--- src/rtl/disp_arb_pkg.sv ---
// Shared types for the display arbiter: grant state enum, mux select codes.
// Exposes state_e, SEL_DICE/SEL_LIGHTS and sel_of() mapping a grant to its select.
package disp_arb_pkg;

  typedef enum logic [1:0] {
    IDLE       = 2'd0,
    GNT_DICE   = 2'd1,
    GNT_LIGHTS = 2'd2
  } state_e;

  localparam logic SEL_DICE   = 1'b0;
  localparam logic SEL_LIGHTS = 1'b1;

  function automatic logic sel_of(input state_e s);
    return (s == GNT_LIGHTS) ? SEL_LIGHTS : SEL_DICE;
  endfunction

endpackage

--- src/rtl/dwell_timer.sv ---
// Down-counter used for the grant dwell and the idle auto-rotate period.
// Ports: clk, rst (sync, active-low), load (reload DWELL_CYCLES-1), zero (count is 0).
module dwell_timer #(
  parameter int DWELL_CYCLES = 8
) (
  input  logic clk,
  input  logic rst,
  input  logic load,
  output logic zero
);

  localparam int CNT_W = $clog2(DWELL_CYCLES + 1);
  localparam logic [CNT_W-1:0] RELOAD = CNT_W'(DWELL_CYCLES - 1);

  logic [CNT_W-1:0] cnt_q;
  logic [CNT_W-1:0] cnt_d;

  always_comb begin
    cnt_d = cnt_q;
    if (load) begin
      cnt_d = RELOAD;
    end else if (cnt_q != '0) begin
      cnt_d = cnt_q - CNT_W'(1);
    end
  end

  always_ff @(posedge clk) begin
    if (!rst) begin
      cnt_q <= '0;
    end else begin
      cnt_q <= cnt_d;
    end
  end

  assign zero = (cnt_q == '0);

endmodule

--- src/rtl/display_arbiter.sv ---
// Round-robin arbiter with minimum dwell driving the dice/lights display select.
// Ports: clk, rst (sync, active-low), req_dice, req_lights -> sel, gnt_dice,
// gnt_lights, busy, switch_pulse. Define DISPLAY_ARB_AUTO_ROTATE_EN to let
// sel rotate while idle with no requests.
module display_arbiter
  import disp_arb_pkg::*;
#(
  parameter int DWELL_CYCLES = 8
) (
  input  logic clk,
  input  logic rst,
  input  logic req_dice,
  input  logic req_lights,
  output logic sel,
  output logic gnt_dice,
  output logic gnt_lights,
  output logic busy,
  output logic switch_pulse
);

  state_e state_q;
  state_e state_d;
  logic   sel_q;
  logic   sel_d;
  logic   pulse_q;
  logic   pulse_d;
  logic   last_q;
  logic   last_d;
  logic   load;
  logic   dwell_zero;
  logic   rot_toggle;

  dwell_timer #(
    .DWELL_CYCLES(DWELL_CYCLES)
  ) u_dwell (
    .clk  (clk),
    .rst  (rst),
    .load (load),
    .zero (dwell_zero)
  );

`ifdef DISPLAY_ARB_AUTO_ROTATE_EN
  logic idle_run;
  logic idle_zero;
  logic idle_load;

  assign idle_run = (state_q == IDLE) && !req_dice && !req_lights;
  // Held at reload whenever rotation is not running, so every idle
  // stretch (including the one right after reset) toggles after
  // exactly DWELL_CYCLES cycles.
  assign idle_load  = !rst || !idle_run || idle_zero;
  assign rot_toggle = idle_run && idle_zero;

  dwell_timer #(
    .DWELL_CYCLES(DWELL_CYCLES)
  ) u_idle (
    .clk  (clk),
    .rst  (1'b1),
    .load (idle_load),
    .zero (idle_zero)
  );
`else
  assign rot_toggle = 1'b0;
`endif

  always_ff @(posedge clk) begin
    if (!rst) begin
      state_q <= IDLE;
      sel_q   <= SEL_DICE;
      pulse_q <= 1'b0;
      last_q  <= SEL_LIGHTS;
    end else begin
      state_q <= state_d;
      sel_q   <= sel_d;
      pulse_q <= pulse_d;
      last_q  <= last_d;
    end
  end

  always_comb begin
    state_d = state_q;
    unique case (state_q)
      IDLE: begin
        if (req_dice && req_lights) begin
          state_d = (last_q == SEL_LIGHTS) ? GNT_DICE : GNT_LIGHTS;
        end else if (req_dice) begin
          state_d = GNT_DICE;
        end else if (req_lights) begin
          state_d = GNT_LIGHTS;
        end
      end
      GNT_DICE: begin
        if (dwell_zero) begin
          if (req_lights) begin
            state_d = GNT_LIGHTS;
          end else if (!req_dice) begin
            state_d = IDLE;
          end
        end
      end
      GNT_LIGHTS: begin
        if (dwell_zero) begin
          if (req_dice) begin
            state_d = GNT_DICE;
          end else if (!req_lights) begin
            state_d = IDLE;
          end
        end
      end
      default: state_d = IDLE;
    endcase
  end

  always_comb begin
    sel_d   = sel_q;
    pulse_d = 1'b0;
    last_d  = last_q;
    load    = 1'b0;
    if (state_d != IDLE) begin
      sel_d   = sel_of(state_d);
      // Reload on a fresh grant or on a decision edge that keeps it.
      load    = (state_q == IDLE) || dwell_zero;
      pulse_d = (state_d != state_q);
      if (pulse_d) begin
        last_d = sel_of(state_d);
      end
    end else if (rot_toggle) begin
      sel_d = ~sel_q;
    end
  end

  assign sel          = sel_q;
  assign gnt_dice     = (state_q == GNT_DICE);
  assign gnt_lights   = (state_q == GNT_LIGHTS);
  assign busy         = gnt_dice || gnt_lights;
  assign switch_pulse = pulse_q;

endmodule
--- config.mk ---
export PLATFORM = sky130hd
export DESIGN_NAME = display_arbiter
export DESIGN_NICKNAME = d
export VERILOG_FILES = /design/src/rtl/disp_arb_pkg.sv /design/src/rtl/dwell_timer.sv /design/src/rtl/display_arbiter.sv
export SDC_FILE = /design/constraint.sdc
export NUM_CORES = 1
export LEC_CHECK = 0
export BUFFER_PORTS_ARGS = -buffer_cell sky130_fd_sc_hd__buf_4
export CELL_PAD_IN_SITES_DETAIL_PLACEMENT = 1
export CELL_PAD_IN_SITES_GLOBAL_PLACEMENT = 1
export CORE_MARGIN = 2
export CORE_UTILIZATION = 44
export CTS_CLUSTER_SIZE = 10
export DETAILED_ROUTE_END_ITERATION = 10
export HOLD_SLACK_MARGIN = 0.03
export PLACE_DENSITY = 0.8
export SYNTH_ARGS = -nofsm -noshare
export SYNTH_HDL_FRONTEND = slang
export SYNTH_SLANG_ARGS = --single-unit
export TNS_END_PERCENT = 5
--- constraint.sdc ---
create_clock -name clk -period 5.2 [get_ports clk]
set_input_delay 1.04 -clock clk [delete_from_list [all_inputs] [get_ports clk]]
set_output_delay 1.04 -clock clk [all_outputs]
set_load 0.02 [all_outputs]
### Yosys cells after proc, flatten, opt, wreduce, memory -nomap -nowiden

Cells that the tools add are included.

| operators by class | value |
|---|---|
| muxes and demuxes | 15 |
| reduce and logical (&&, ||, !) cells | 11 |
| add/sub/neg operators | 1 |
| equality and inequality tests | 4 |
| bitwise logic cells | 1 |

Operators with widths:

| cell | number |
|---|---|
| $mux W2 | 10 |
| $mux W3 | 2 |
| $pmux W2 S3 | 1 |
| $eq A2 B2 Y1 const B | 2 |
| $logic_not A4 Y1 | 1 |
| $reduce_and A2 Y1 | 2 |
| $reduce_bool A2 Y1 | 2 |
| $reduce_bool A4 Y1 | 1 |
| $sub A4 B1 Y4 const B | 1 |
| $eq A2 B1 Y1 const B | 1 |
| $logic_not A2 Y1 | 1 |
| $logic_or A1 B1 Y1 | 2 |
| $mux W1 | 2 |
| $ne A2 B2 Y1 | 1 |
| $reduce_or A2 Y1 | 1 |
| $logic_and A1 B1 Y1 | 1 |
| $not A1 Y1 | 1 |

| storage, ports and cells | value |
|---|---|
| word-level logic and storage cells | 38 |
| output and inout port bits | 5 |
| bits in registers | 9 |
| bits of input ports | 4 |

### Logic depth before layout (Yosys ltp)

| depth | value |
|---|---|
| depth in word-level cells | 7 |
| depth in mapped cells | 7 |
| mapped depth without buffers | 7 |

### By module

From an unflattened synthesis, not the netlist that was laid out.

| second synthesis, totals | value |
|---|---|
| cells, all modules | 66 |
| area, all modules | 595.6 um^2 |

By module, submodules not included:

| module | instances | sequential area each (um^2) | cells each | area each (um^2) |
|---|---|---|---|---|
| display_arbiter | 1 | 100.1 | 48 | 392.9 |
| dwell_timer | 1 | 80.1 | 18 | 202.7 |

### Worst setup path after synthesis

Ideal clock, no wire load.

| timing path | value |
|---|---|
| path kind | input port to flip-flop |
| start | in req_dice |
| end | reg u_dwell.cnt_q[0] |
| path buffers | 1 |
| arrival | 2077 ps |
| data required time | 5142 ps |
| setup time | 58 ps |
| cell stages on the path | 6 |
| setup slack | 3065 ps |
| cells stage by stage | buf_6 -> mux2i_1 -> a21o_2 -> o31a_1 -> a21oi_4 -> o21a_1 |

| between the ends | value |
|---|---|
| longest elaborated chain between the ends | 7 |

Ends and longest elaborated chain:

| element | RTL line | text |
|---|---|---|
| start: declaration | display_arbiter.sv:12 | `input logic req_dice,` |
| $mux W2 | display_arbiter.sv:96 | `end else if (!req_dice) begin` |
| $mux W2 | display_arbiter.sv:94 | `if (req_lights) begin` |
| $mux W2 | display_arbiter.sv:93 | `if (dwell_zero) begin` |
| $pmux W2 S3 (*) | display_arbiter.sv:82 | `unique case (state_q)` |
| $reduce_bool A2 Y1 (*) | display_arbiter.sv:119 | `if (state_d != IDLE) begin` |
| $mux W1 (*) | display_arbiter.sv:119 |  |
| $mux W3 / $reduce_bool A2 Y1 (equally long branches) | n/a |  |
| end signal: assignment | dwell_timer.sv:31 | `cnt_q <= cnt_d;` |
| end: declaration | dwell_timer.sv:15 | `logic [CNT_W-1:0] cnt_q;` |

Mark *: on every way between the ends. The rest lies on a longest branch, timed or not.
A chain may end at the register's enable or synchronous reset.

### Worst setup path after layout

| timing path | value |
|---|---|
| start | reg state_q[0] |
| end | out busy |

| between the ends | value |
|---|---|
| longest elaborated chain between the ends | 2 |

Ends and longest elaborated chain:

| element | RTL line | text |
|---|---|---|
| start: declaration | display_arbiter.sv:21 | `state_e state_q;` |
| start signal: assignment | display_arbiter.sv:73 | `state_q <= state_d;` |
| $eq A2 B1 Y1 / $eq A2 B2 Y1 (equally long branches) | display_arbiter.sv:133, display_arbiter.sv:134 |  |
| $logic_or A1 B1 Y1 (*) | display_arbiter.sv:135 | `assign busy = gnt_dice \|\| gnt_lights;` |
| end: declaration | display_arbiter.sv:17 | `output logic busy,` |

Marks and branches as above.

==> summary.txt <==
Status
  – Outcome: completed

Synthesis
  – #FFs+latches synth: 9
  – Synthesized Nets: 79
  – Synth top area share: 28.07%
  – Area leader, netlist: dfxtp_1
  – Ranking of synthesized cells by area: dfxtp_1 (28%), ha_1 (12%), mux2i_1 (4.7%)
  – Seq/Total Area, Yosys: 28.07%
  – Avg Inst Size Synth: 9.302 um2
  – Synth Cell Area: 641.9 um2
  – Post-Syn Instances: 69
  – Yosys cell types: 33
  – Yosys warnings: 0

Route
  – Via count: 536
  – Total Routed Length: 1.441 mm
  – Uppermost layer routed: met4
  – DRC violations left: 0
  – Routed wl met2: 679 um
  – Routed len/inst: 15.17 um
  – Drt pass-1 iters: 3
  – DR iter-0 viols: 6
  – DR WL met3: 48 um
  – Metal1 wirelength: 705 um
  – Detail Route Antenna Nets: 0
  – Vias/cell: 5.642

Clock tree
  – Root Buffer: clkbuf_4
  – Resized Gates After CTS: 0
  – Clock H-tree levels: 1
  – Max Buffers Root-to-Sink: 2
  – Hold_buf cts: 0
  – CTS tree: done
  – Clock slew at reported path FFs: 0.06 ns
  – Clk sinks: 9
  – CTS buffer count: 3
  – Post-CTS Setup Inserts: 0
  – Skew-Pair Late Insertion Delay: 0.26 ns

Pwr
  – Pwr Density: 619.9 mW/mm2
  – Pleak: 0.3324 nW
  – Peak supply drop: 0.0003191 V
  – Overall power: 0.4561 mW

Critical path
  – Critical path data arrival time: 1.37 ns
  – Crit path max fanout: 8
  – Crit Reg-Reg Startpoint: state_q[0]
  – CP Launch Type: flip-flop
  – CP Class: flip-flop to output port
  – CP delay by family, top: flip-flops
  – Reg-to-Reg End: last_q
  – CP Cell Sequence: inv_1, ha_1, buf_4
  – R2R depth: 7
  – Worst R2R Setup Slack: 3.32 ns
  – Slowest CP cell: dfxtp_1
  – CP max stage delay: 0.51 ns
  – Worst Setup SP: state_q[0]
  – Crit path buf inv count: 2
  – Worst EP required: 4.16 ns
  – Setup crit end kind: output port

Floorplanning
  – Row cnt: 13
  – Die width: 42.20 um
  – Num ports: 9
  – Die Ht: 42.20 um
  – Core Box Area: 0.001334 mm2
  – Die area: 0.001780 mm2
  – Initial Util: 48.12%

Place
  – Pre-CTS setup slack: 2.959 ns
  – IO Port Bufs: 8
  – Dpl cells: 91
  – Detailed placement HPWL: 1.170 mm
  – Placed Area: 709.4 um2
  – GPL Wtd Cong: 0.7522

Cells and area
  – Fin util: 55.16%
  – Net total in the final layout: 91
  – Design Area, Final: 735.7 um2
  – Antenna Diode Count: 0
  – Synth-to-Final Area Change: 14.62%
  – Ratio of cells with drive above 1 in the final layout: 26.25%
  – Post-Layout Cell Count: 95

Timing
  – Normalized max-slew margin: 72.79%
  – Slew @ Worst Pin: 0.4078 ns
  – Setup ws final: 2.793 ns
  – RSZ-0062 raised after global routing: no
  – Hold slack: 0.5054 ns
  – Fin. Hold Viols: 0
  – Fin Clk Skew: 0.005735 ns
  – Final Setup Violations: 0
  – TNS Setup: 0 ns
  – Final Max Slew Viols: 0
  – Achievable Freq: 415.4 MHz
  – Crit path time final: 2.407 ns
  – Final worst-path cycle share: 46.30%

Flow run
  – Max Cap Viol: 0

GRT
  – Vias in the first global route: 533
  – First-pass GRT wire length: 2.449 mm
  – All-Layer GR Usage: 18.07%
  – Total gr overflow: 0
  – Initial antenna violation count: 0
  – Pin count of the biggest net entering global routing: 9

Hold path
  – Hold endpoint: sel
  – Worst hold stages: 1
  – Worst Hold Class: flip-flop to flip-flop
  – Hold path start: sel
==> cells by family after synthesis <==
logic type                 share of synthesized area (%)
AOI/OAI and AO/OA                                  30.41
and+or+nand+nor                                    15.98
buffers and inverters                              6.433
DFF                                                28.07
adders and majority gates                          11.70
muxes                                              4.679
xor gates and xnor gates                           2.730
==> cells in the final DEF, fill, tap and decap left out, types with 3 or more instances in the layout <==
cell / n
dfxtp_1: 9
o21a_1: 3
inv_1: 8
ha_1: 6
a21oi_1: 3
mux2i_1: 3
nor2_1: 6
buf_4: 8
clkbuf_4: 3
==> per-layer routing <==
layer | up-vias | global-route usage [%]
li1 | 268 | -
met4 | 0 | 5.625
met1 | 257 | 23.82
met3 | 2 | 2.586
met5 | - | 0
met2 | 9 | 30.15
==> report_power, final <==
| group | switching (mW) | internal, mW |
|---|---|---|
| registers | 0.0319 | 0.0973 |
| logic | 0.147 | 0.127 |
| clock network | 0.0230 | 0.0295 |
| total | 0.202 | 0.254 |
==> sequential cells by signal (all words and copies together) (netlist names) <==
signal and cells:
last_q 1, u_dwell.cnt_q 4, state_q 2, sel 1, switch_pulse 1
==> layout make-up <==
cell class / instances / area [um2]
fill: 168 / 598.1
multi-input combinational: 51 / 420.4
sequential: 9 / 180.2
timing repair buffer: 8 / 60.06
inverter: 8 / 30.03
clock buffer: 4 / 26.28
tap: 15 / 18.77
==> synth_stat cells <==
master and instances:
a21boi_0 1, a21o_2 2, a21oi_1 3, a21oi_2 1
a21oi_4 1, a31o_2 1, a31oi_1 1, and2_1 1
and2b_1 1, and4bb_2 1, buf_6 1, dfxtp_1 9
ha_1 6, inv_1 8, mux2i_1 3, nand3_1 1
nor2_1 6, nor2b_1 2, nor3_1 2, nor3b_4 1
o2111ai_1 1, o211a_1 1, o211ai_1 1, o21a_1 3
o21ai_0 1, o21ai_1 1, o21bai_1 1, o22a_2 1
o2bb2ai_1 1, o31a_1 2, o31ai_2 1, or3_2 1
xnor2_1 2
==> worst max-delay path by stage <==
stage | endpoint | slack (ns) | cells past startpoint
after floorplan | u_dwell.cnt_q[0] | 3.07 | 6
after global placement | last_q | 2.96 | 6
after detailed placement | last_q | 2.96 | 6
after CTS | busy | 2.80 | 3
after global routing | busy | 2.70 | 3
final | busy | 2.79 | 3
No activity file was read; power rests on OpenSTA's default activity.
